[src/rtl/scan_select_sequencer.sv]
// Scan sequencer feeding a 3-to-8 one-hot decoder.
// Walks enabled mask channels, holding each for dwell+1 cycles.
module scan_select_sequencer #(
  parameter int DWELL_W = 8
) (
  input  logic               clk,
  input  logic               rst,
  input  logic               en,
  input  logic [7:0]         mask,
  input  logic [DWELL_W-1:0] dwell,
  output logic [2:0]         sel,
  output logic               active,
  output logic               step,
  output logic               wrap
);

  typedef enum logic {
    IDLE,
    SCAN
  } state_t;

  state_t             r_state;
  state_t             w_state_nx;
  logic [2:0]         r_sel;
  logic [2:0]         w_sel_nx;
  logic               r_active;
  logic               w_active_nx;
  logic               r_step;
  logic               w_step_nx;
  logic               r_wrap;
  logic               w_wrap_nx;
  logic [DWELL_W-1:0] r_cnt;
  logic [DWELL_W-1:0] w_cnt_nx;
  logic [2:0]         w_lowest;
  logic [2:0]         w_next;
  logic               w_any;

  function automatic logic [2:0] f_lowest(
    input logic [7:0] m
  );
    logic [2:0] r;
    r = 3'd0;
    for (int i = 7; i >= 0; i--) begin
      if (m[i]) r = 3'(i);
    end
    return r;
  endfunction

  // Search s+1..7 then 0..s; lowest offset wins, offset 8 maps back to s.
  function automatic logic [2:0] f_next(
    input logic [7:0] m,
    input logic [2:0] s
  );
    logic [2:0] r;
    logic [2:0] idx;
    r = s;
    for (int i = 8; i >= 1; i--) begin
      idx = s + 3'(i);
      if (m[idx]) r = idx;
    end
    return r;
  endfunction

  assign w_any    = |mask;
  assign w_lowest = f_lowest(mask);
  assign w_next   = f_next(mask, r_sel);

  always_comb begin
    w_state_nx  = r_state;
    w_sel_nx    = r_sel;
    w_active_nx = r_active;
    w_step_nx   = 1'b0;
    w_wrap_nx   = 1'b0;
    w_cnt_nx    = r_cnt;
    unique case (r_state)
      IDLE: begin
        w_sel_nx    = 3'd0;
        w_active_nx = 1'b0;
        w_cnt_nx    = '0;
        if (en && w_any) begin
          w_state_nx  = SCAN;
          w_sel_nx    = w_lowest;
          w_active_nx = 1'b1;
          w_step_nx   = 1'b1;
        end
      end
      SCAN: begin
        if (!en || !w_any) begin
          w_state_nx  = IDLE;
          w_sel_nx    = 3'd0;
          w_active_nx = 1'b0;
          w_cnt_nx    = '0;
        end else if (!mask[r_sel] || (r_cnt >= dwell)) begin
          w_sel_nx  = w_next;
          w_cnt_nx  = '0;
          w_step_nx = 1'b1;
          w_wrap_nx = (w_next <= r_sel);
        end else begin
          w_cnt_nx = r_cnt + DWELL_W'(1);
        end
      end
      default: begin
        w_state_nx = IDLE;
      end
    endcase
  end

  always_ff @(posedge clk) begin
    if (rst) begin
      r_state  <= IDLE;
      r_sel    <= 3'd0;
      r_active <= 1'b0;
      r_step   <= 1'b0;
      r_wrap   <= 1'b0;
      r_cnt    <= '0;
    end else begin
      r_state  <= w_state_nx;
      r_sel    <= w_sel_nx;
      r_active <= w_active_nx;
      r_step   <= w_step_nx;
      r_wrap   <= w_wrap_nx;
      r_cnt    <= w_cnt_nx;
    end
  end

  assign sel    = r_sel;
  assign active = r_active;
  assign step   = r_step;
  assign wrap   = r_wrap;

endmodule

[config.mk]
export PLATFORM = sky130hd
export DESIGN_NAME = scan_select_sequencer
export DESIGN_NICKNAME = d
export VERILOG_FILES = /design/src/rtl/scan_select_sequencer.sv
export SDC_FILE = /design/constraint.sdc
export NUM_CORES = 1
export LEC_CHECK = 0
export BUFFER_PORTS_ARGS = -buffer_cell sky130_fd_sc_hd__clkbuf_2
export CAP_MARGIN = 20
export CORE_MARGIN = 4
export CORE_UTILIZATION = 45
export CTS_CLUSTER_DIAMETER = 50
export DETAILED_ROUTE_END_ITERATION = 8
export GPL_TIMING_DRIVEN = 1
export PLACE_DENSITY_LB_ADDON = 0.1
export RECOVER_POWER = 50
export SYNTH_ARGS = -nofsm -noshare
export SYNTH_HDL_FRONTEND = slang
export SYNTH_SLANG_ARGS = --single-unit
[constraint.sdc]
create_clock -name clk -period 9.6 [get_ports clk]
set_input_delay 0.96 -clock clk [delete_from_list [all_inputs] [get_ports clk]]
set_output_delay 0.96 -clock clk [all_outputs]
set_load 0.02 [all_outputs]
==> results of run 1 <==
==> layer usage <==
metal,GRT usage [%],share of wire (%),up-vias
li1,-,-,761
met1,30.4,50,700
met2,27.8,44,41
met3,3.45,5.3,2
met4,2.23,0.54,0
met5,0,0,-
==> critical path: stages (launching register included) <==
cell,delay (ns)
dfxtp_1,0.60
inv_1,0.36
ha_1,0.66
mux4_2,0.61
mux2_4,0.30
o31ai_1,0.23
a21oi_1,0.12
a221oi_2,0.33
ha_1,0.30
a21o_1,0.16
a21oi_1,0.13
a31oi_1,0.06
nor2_1,0.08
==> Yosys cell counts (6+ instances only) <==
| library cell | n | area [sq um] |
|---|---|---|
| a21oi_1 | 10 | 50.1 |
| dfxtp_1 | 15 | 300 |
| ha_1 | 14 | 175 |
| inv_1 | 21 | 78.8 |
| mux2i_1 | 9 | 90.1 |
| mux4_2 | 6 | 135 |
| nand2_1 | 8 | 30.0 |
| nand3_1 | 8 | 40.0 |
| nor2_1 | 24 | 90.1 |
| o21ai_0 | 7 | 35.0 |
| xor2_1 | 6 | 52.6 |
==> sequential cells by signal (all words and copies together), names as in the netlist <==
name and cells:
active 1, r_cnt 8, r_state 1, sel 3, step 1, wrap 1
==> path summary, 6_finish.rpt <==
path	start	to	cells past startpoint
worst max-delay path	sel[1]	wrap	12
worst min-delay path	active	active	1
worst max register to register	sel[1]	wrap	12
worst min register to register	active	active	1
==> where the power goes <==
group	internal [mW]	leakage (nW)	total, mW	switching, mW
clock	0.0155	0.0177	0.0354	0.0199
combinational	0.0325	0.622	0.0719	0.0394
sequential	0.0637	0.122	0.0672	0.00359
total	0.112	0.761	0.175	0.0629
==> logic make-up (layout without fill, tap and decap cells) <==
logic type | count (synthesis) | in the layout | share of synthesized area, %
compound gates | 46 | 46 | 19.6
xor+xnor | 10 | 10 | 5.35
fa+ha+maj | 14 | 14 | 10.7
buf+inv | 27 | 49 | 7.18
flops | 15 | 15 | 18.3
mux | 24 | 24 | 22.2
simple gates | 57 | 57 | 16.7
==> final cells by class <==
cell class              instances  area, sq um
clock buffers                   3         22.5
clock inverters                 1         5.00
fillers                       324         1620
inverters                      21         78.8
multi-input cells             151         1220
flip-flops and latches         15          300
well taps                      46         57.6
repair buffers                 24          111
==> flow_summary.json, run 1 <==
{
  "status": "completed",
  "timing.final.crit_period_ns": 3.99,
  "grt_pass1_wl_microns": 6870,
  "finalNetCount": 249,
  "drv_slew": 0,
  "cp-start-kind": "flip-flop",
  "syn_inst": 193,
  "p_per_area_mw_per_mm2": 97.2,
  "placed_cells": 257,
  "cap_violations": 0,
  "path_max_fanout": 12,
  "worstPathArrival_ns": 4.22,
  "critPathKind": "reg2reg",
  "r2r_slack_ns": 5.61,
  "wl_microns": 3880,
  "fin_util_pct": 52.6,
  "avgSynthCellArea_sq_um": 8.49,
  "hold_viol_final": 0,
  "grt_usage_pct": 19.3,
  "final_cell_mix": "24 x nor2_1, 21 x inv_1, 17 x clkbuf_2",
  "clock-sinks": 15,
  "dp_slack_ns": 5.65,
  "grt_max_degree": 22,
  "synth_seq_cells": 15,
  "rsz0062_at_grt": "no",
  "fin_hold_ws_ns": 0.471,
  "clk_latency_ns": 0.28,
  "viasPerCell": 5.76,
  "cts.path.max_buffers": 2,
  "die_area_sq_mm": 0.00467,
  "yosysWarnings": 0,
  "io_pins": 25,
  "cts_made_buffers": 3,
  "worst_ep_required_time_ns": 9.83,
  "coreArea_sq_mm": 0.00342,
  "layout.cells.non_filler": 261,
  "setup_tns_ns": 0,
  "p_total_mw": 0.175,
  "crit_path_end_kind": "flip-flop",
  "start_util_pct": 47.9,
  "peakVddDrop_v": 0.0000794,
  "drc": 0,
  "cts_tree": "built",
  "place.gp.congestion": 0.859,
  "netlist_area_sq_mm": 0.00164,
  "clk_pin_slew_ns": 0.09,
  "period_share_pct": 41.6,
  "max_freq_ghz": 0.250,
  "synthToLayoutAreaGrowth_pct": 9.63,
  "cts_hold_buffers": 0,
  "antenna_left": 0,
  "final_common_cell": "nor2_1",
  "num_antenna_cells": 0,
  "design_area_sq_mm": 0.00180,
  "vias": 1504,
  "final.setup_skew_ns": 0.00143,
  "fp.dieW_microns": 68.3,
  "grt_remaining_overflow": 0,
  "wl_per_cell_microns": 14.9,
  "antenna_found_initial": 0,
  "std_cell_rows": 21,
  "port_buffers": 24,
  "die_h_microns": 68.3,
  "cts_setup_buffers": 0,
  "synth_edf_count": 0,
  "cts_max_level": 1,
  "yosysSeqAreaShare_pct": 18.3,
  "worst_slew_pin_slew_ns": 0.874,
  "async_reset_ff_share_pct": 0,
  "final_layout_size_suffix_gt1_share_pct": 17.7,
  "slew_headroom_pct": 41.7,
  "drtPass1Iterations": 4,
  "grt_pass1_vias": 1439,
  "setup_viol": 0,
  "drt_iter0_markers": 138,
  "placed_area_sq_mm": 0.00178,
  "hp-class": "reg2reg",
  "worst_slack_ns": 5.61,
  "synth_flop_cell": "dfxtp_1",
  "clock-root-buffer": "clkbuf_4",
  "ys_types": 45,
  "power.leakage_nw": 0.761,
  "hpwl_microns": 3060,
  "synth_nets": 226,
  "postCtsResizedCells": 0
}
No activity file was read; power rests on OpenSTA's default activity.
==> run 2: changes to the inputs <==
--- a/config.mk
+++ b/config.mk
@@ -5,6 +5,7 @@
 export SDC_FILE = /design/constraint.sdc
 export NUM_CORES = 1
 export LEC_CHECK = 0
+export ABC_AREA = 1
 export BUFFER_PORTS_ARGS = -buffer_cell sky130_fd_sc_hd__clkbuf_2
 export CAP_MARGIN = 20
 export CORE_MARGIN = 4
==> constraint.sdc (replaced) <==
create_clock -name clk -period 3.9 [get_ports clk]
set_input_delay 0.39 -clock clk [delete_from_list [all_inputs] [get_ports clk]]
set_output_delay 0.39 -clock clk [all_outputs]
set_load 0.02 [all_outputs]
==> flow_summary.json, run 2 <==
{
  "status": "completed",
  "design_area_sq_mm": 0.00173,
  "r2r_start": "sel[0]",
  "power.leakage_nw": 0.920,
  "worst_slew_pin_slew_ns": 0.523,
  "yosysTopAreaCell": "dfxtp_1",
  "worstPathArrival_ns": 3.30,
  "die_h_microns": 66.9,
  "grt_pass1_vias": 1404,
  "fin_util_pct": 51.8,
  "hold_viol_final": 0,
  "cts_max_level": 1,
  "io_pins": 25,
  "grt_usage_pct": 17.6,
  "postCtsResizedCells": 0,
  "synth_compound_area_share_pct": 9.62,
  "place.gp.congestion": 0.883,
  "synth_seq_cells": 15,
  "critPathKind": "reg2reg",
  "hpwl_microns": 3000,
  "r2r-end": "wrap",
  "cap_violations": 0,
  "num_antenna_cells": 0,
  "setup_viol": 0,
  "synth.area.top_cells": "dfxtp_1 19%, nand2_1 15%, ha_1 11%",
  "fp.dieW_microns": 66.9,
  "cts_made_buffers": 3,
  "slew_headroom_pct": 65.1,
  "synthSimpleGateAreaFrac_pct": 42.9,
  "antenna_left": 0,
  "clock-root-buffer": "clkbuf_4",
  "drtPass1Iterations": 4,
  "yosysMostFrequentCell": "nand2_1",
  "final_layout_size_suffix_gt1_share_pct": 18.9,
  "drt_iter0_markers": 81,
  "syn_inst": 249,
  "cts_hold_buffers": 0,
  "vias": 1572,
  "wl_microns": 3550,
  "crit_path_end_kind": "flip-flop",
  "coreArea_sq_mm": 0.00334,
  "port_buffers": 24,
  "std_cell_rows": 21,
  "ys_types": 29,
  "cts_tree": "built",
  "hp-class": "in2reg",
  "worst_ep_required_time_ns": 4.09,
  "netlist_area_sq_mm": 0.00156,
  "r2r_slack_ns": 0.80,
  "synth_flop_cell": "dfxtp_1",
  "synthMuxAreaShare_pct": 0,
  "yosysWarnings": 0,
  "period_share_pct": 79.5,
  "synth_top_cell_area_share_pct": 19.2,
  "die_area_sq_mm": 0.00448,
  "cts.path.max_buffers": 2,
  "synthXorXnorAreaFrac_pct": 4.41,
  "rr_worst_depth": 17,
  "synth_edf_count": 0,
  "peakVddDrop_v": 0.000307,
  "clk_pin_slew_ns": 0.09,
  "cts_setup_buffers": 0,
  "synth_common_cells": "62 x nand2_1, 32 x inv_1, 32 x nand3_1",
  "wl_per_cell_microns": 11.1,
  "clk_latency_ns": 0.29,
  "path_max_fanout": 14,
  "regMostFlops": "r_cnt",
  "grt_max_degree": 15,
  "setup_tns_ns": 0,
  "final_cell_mix": "63 x nand2_1, 33 x inv_1, 32 x nand3_1",
  "grt_remaining_overflow": 0,
  "synthAdderAreaFrac_pct": 11.2,
  "hold_start": "rst",
  "holdPathEnd": "r_state",
  "rsz0062_at_grt": "no",
  "synthToLayoutAreaGrowth_pct": 10.7,
  "p_per_area_mw_per_mm2": 276,
  "viasPerCell": 4.90,
  "holdPathStages": 2,
  "cp-start-kind": "flip-flop",
  "clock-sinks": 15,
  "avgSynthCellArea_sq_um": 6.27,
  "finalNetCount": 309,
  "drv_slew": 0,
  "largest_reg_flops": 8,
  "antenna_found_initial": 0,
  "synth_nets": 282,
  "drc": 0,
  "placed_area_sq_mm": 0.00171,
  "max_freq_ghz": 0.322,
  "yosysSeqAreaShare_pct": 19.2,
  "final_common_cell": "nand2_1",
  "synth_top_family_by_area": "simple AND/OR/NAND/NOR gates",
  "timing.final.crit_period_ns": 3.10,
  "grt_pass1_wl_microns": 6130,
  "start_util_pct": 46.8,
  "async_reset_ff_share_pct": 0,
  "final.setup_skew_ns": 0.00887
}
[run 2: worst max-delay path by stage]
| stage | startpoint | end | slack [ns] | depth (start not counted) |
|---|---|---|---|---|
| after floorplan | sel[0] | wrap | 1.38 | 17 |
| after global placement | sel[0] | wrap | 1.04 | 17 |
| after detailed placement | sel[0] | wrap | 0.95 | 17 |
| after CTS | sel[0] | wrap | 0.93 | 17 |
| after global routing | sel[0] | wrap | 0.35 | 17 |
| final | sel[0] | wrap | 0.80 | 17 |
[run 2: metal layers]
metal	track usage [%]	part of all wire [%]	vias up	wire (microns)
met5	0	0	-	0
met4	1.52	0.23	0	8
met3	3.54	5.2	2	186
met2	25.4	42	41	1490
met1	27.3	53	677	1870
li1	-	-	852	-
[run 2: kinds of logic (layout without fill, tap and decap cells)]
group	count (synthesis)	in the layout
DFF	15	15
adders and majority gates	14	14
buffers and inverters	45	71
AOI/OAI and AO/OA	26	26
xor gates and xnor gates	7	7
and+or+nand+nor	142	142
[run 2: cell type report]
type	instances	area (sq um)
Clock inverter	1	5.00
Inverter	42	163
Fill cell	359	1610
Timing Repair Buffer	25	118
Clock buffer	3	22.5
Sequential cell	15	300
Multi-Input combinational cell	189	1060
Tap cell	46	57.6
[run 2: through the flow]
step	hold slack (ns)	power, mW	worst slack (ns)	std cells
global placement	0.457	0.395	1.04	317
detailed placement	0.463	0.393	0.953	317
CTS	0.337	0.482	0.934	321
floorplan	0.430	0.342	1.38	249
global route	0.328	0.531	0.352	321
finish	0.330	0.476	0.799	321
[run 2: where the power goes]
group	switching (mW)	leakage, nW	internal (mW)	total [mW]
registers	0.00721	0.122	0.157	0.165
logic	0.141	0.780	0.0823	0.223
clock network	0.0508	0.0177	0.0381	0.0889
[run 2: worst max-delay path, cell delays in order (launching register included)]
cell and delay [ns]:
dfxtp_1 0.66, inv_1 0.28, ha_1 0.46, inv_2 0.15
nand3_1 0.13, nand3_2 0.12, nand2_2 0.07, nand2_1 0.05
nand3_1 0.06, nand2_1 0.06, nand2_1 0.05, nand2_1 0.05
nand2_1 0.06, a21boi_0 0.17, ha_1 0.27, nand3b_1 0.09
a32oi_1 0.06, nor4_1 0.21
==> run 3: changes to the inputs <==
==> constraint.sdc (replaced) <==
create_clock -name clk -period 3.05 [get_ports clk]
set_input_delay 0.305 -clock clk [delete_from_list [all_inputs] [get_ports clk]]
set_output_delay 0.305 -clock clk [all_outputs]
set_load 0.02 [all_outputs]
==> flow_summary.json, run 3 (same netlist as run 2, synthesis figures left out) <==
{
  "largest_reg_flops": 8,
  "slew_headroom_pct": 67.0,
  "drt_iter0_markers": 94,
  "p_sw_mw": 0.254,
  "fill_cells": 357,
  "cp-start-kind": "flip-flop",
  "drv_slew": 0,
  "drtPass1Iterations": 4,
  "crit_path_end_kind": "flip-flop",
  "setup_tns_ns": 0,
  "drc": 0,
  "final_cell_mix": "63 x nand2_1, 32 x inv_1, 32 x nand3_1",
  "clock-root-buffer": "clkbuf_4",
  "design_area_sq_mm": 0.00174,
  "fin_util_pct": 52.1,
  "fp.dieW_microns": 66.9,
  "period_share_pct": 84.8,
  "regArea_sq_um": 300,
  "grt_pass1_vias": 1303,
  "vias": 1581,
  "final_layout_size_suffix_gt1_share_pct": 19.9,
  "start_util_pct": 46.8,
  "cap_violations": 0,
  "max_freq_ghz": 0.387,
  "num_antenna_cells": 0,
  "power_frac_comb_pct": 47.1,
  "worstPathArrival_ns": 2.79,
  "fin_hold_ws_ns": 0.257,
  "setup_viol": 0,
  "final.setup_skew_ns": 0.00598,
  "cts_made_buffers": 3,
  "place.gp.congestion": 0.911,
  "hpwl_microns": 2880,
  "hold_viol_final": 0,
  "wl_per_cell_microns": 10.5,
  "placed_area_sq_mm": 0.00172,
  "status": "completed",
  "grt_usage_pct": 16.4,
  "antenna_left": 0,
  "cts_hold_buffers": 0,
  "grt_max_degree": 14,
  "io_pins": 25,
  "finalNetCount": 310,
  "wl_microns": 3400,
  "clock-sinks": 15,
  "cts_setup_buffers": 0,
  "clk_pin_slew_ns": 0.09,
  "viasPerCell": 4.91,
  "coreArea_sq_mm": 0.00334,
  "cts.path.max_buffers": 2,
  "grt_pass1_wl_microns": 5730,
  "die_area_sq_mm": 0.00448,
  "std_cell_rows": 21,
  "die_h_microns": 66.9,
  "switching_share_pct": 41.5,
  "pwr-share-seq_pct": 33.9,
  "path_max_fanout": 11,
  "p_int_mw": 0.358,
  "worst_slack_ns": 0.465,
  "worst_ep_required_time_ns": 3.25,
  "critPathKind": "reg2reg",
  "final_common_cell": "nand2_1",
  "peakVddDrop_v": 0.000194,
  "postCtsResizedCells": 0,
  "p_per_area_mw_per_mm2": 352,
  "power.leakage_nw": 0.928,
  "multi_input_area_sq_mm": 0.00106,
  "synthToLayoutAreaGrowth_pct": 11.4,
  "port_buffers": 24,
  "clockPowerShare_pct": 19.0,
  "clk_latency_ns": 0.29,
  "hp-class": "in2reg",
  "grt_remaining_overflow": 0,
  "cts_max_level": 1,
  "worst_slew_pin_slew_ns": 0.495,
  "cts_tree": "built",
  "regMostFlops": "r_cnt",
  "rsz0062_at_grt": "no",
  "antenna_found_initial": 0,
  "timing.final.crit_period_ns": 2.59,
  "dp_slack_ns": 0.467
}
[run 3: final timing paths]
kind	endpoint	slack [ns]	startpoint	cells after the start
worst min register to register	r_cnt[0]	0.50	r_cnt[0]	1
worst min-delay path	r_state	0.26	rst	2
worst max register to register	wrap	0.46	sel[1]	17
worst max-delay path	wrap	0.46	sel[1]	17
[run 3: final cells by class]
class,count,share of cell area (%)
timing repair buffer,26,7.48
multi-input combinational,189,60.9
inverter,42,9.35
tap,46,3.31
clock inverter,1,0.432
clock buffer,3,1.29
sequential,15,17.3
[run 3: per-stage QoR]
| step | instances | power (mW) |
|---|---|---|
| floorplan | 249 | 0.438 |
| global placement | 318 | 0.504 |
| detailed placement | 318 | 0.501 |
| CTS | 322 | 0.619 |
| global route | 322 | 0.670 |
| finish | 322 | 0.612 |
[run 3: worst max-delay path, stage by stage, from the launching register on]
cell	delay, ns
dfxtp_1	0.41
inv_6	0.07
ha_1	0.41
inv_2	0.11
nand3_1	0.14
nand3_2	0.12
nand2_1	0.08
nand3_1	0.07
nand2_1	0.06
nand2_1	0.05
nand2_1	0.05
nand2_1	0.04
nand2_1	0.05
nand2_1	0.09
ha_1	0.33
a21oi_1	0.13
a32oi_1	0.07
nor4_1	0.21
[run 3: power groups by stage]
stage	Clock, mW	Sequential (mW)	Combinational, mW
4_1_cts	0.121	0.208	0.290
3_3_place_gp	0	0.212	0.292
3_5_place_dp	0	0.212	0.289
2_1_floorplan	0	0.215	0.222
5_1_grt	0.130	0.209	0.331
6_report	0.116	0.207	0.288
[run 3: routing by layer]
metal | global-route usage, % | part of all wire (%) | routed length (microns) | up-vias
met5 | 0 | 0 | 0 | -
met1 | 25.8 | 53 | 1820 | 682
met3 | 3.04 | 5.3 | 180 | 2
met4 | 1.52 | 0.24 | 8 | 0
met2 | 23.4 | 41 | 1390 | 37
li1 | - | - | - | 860
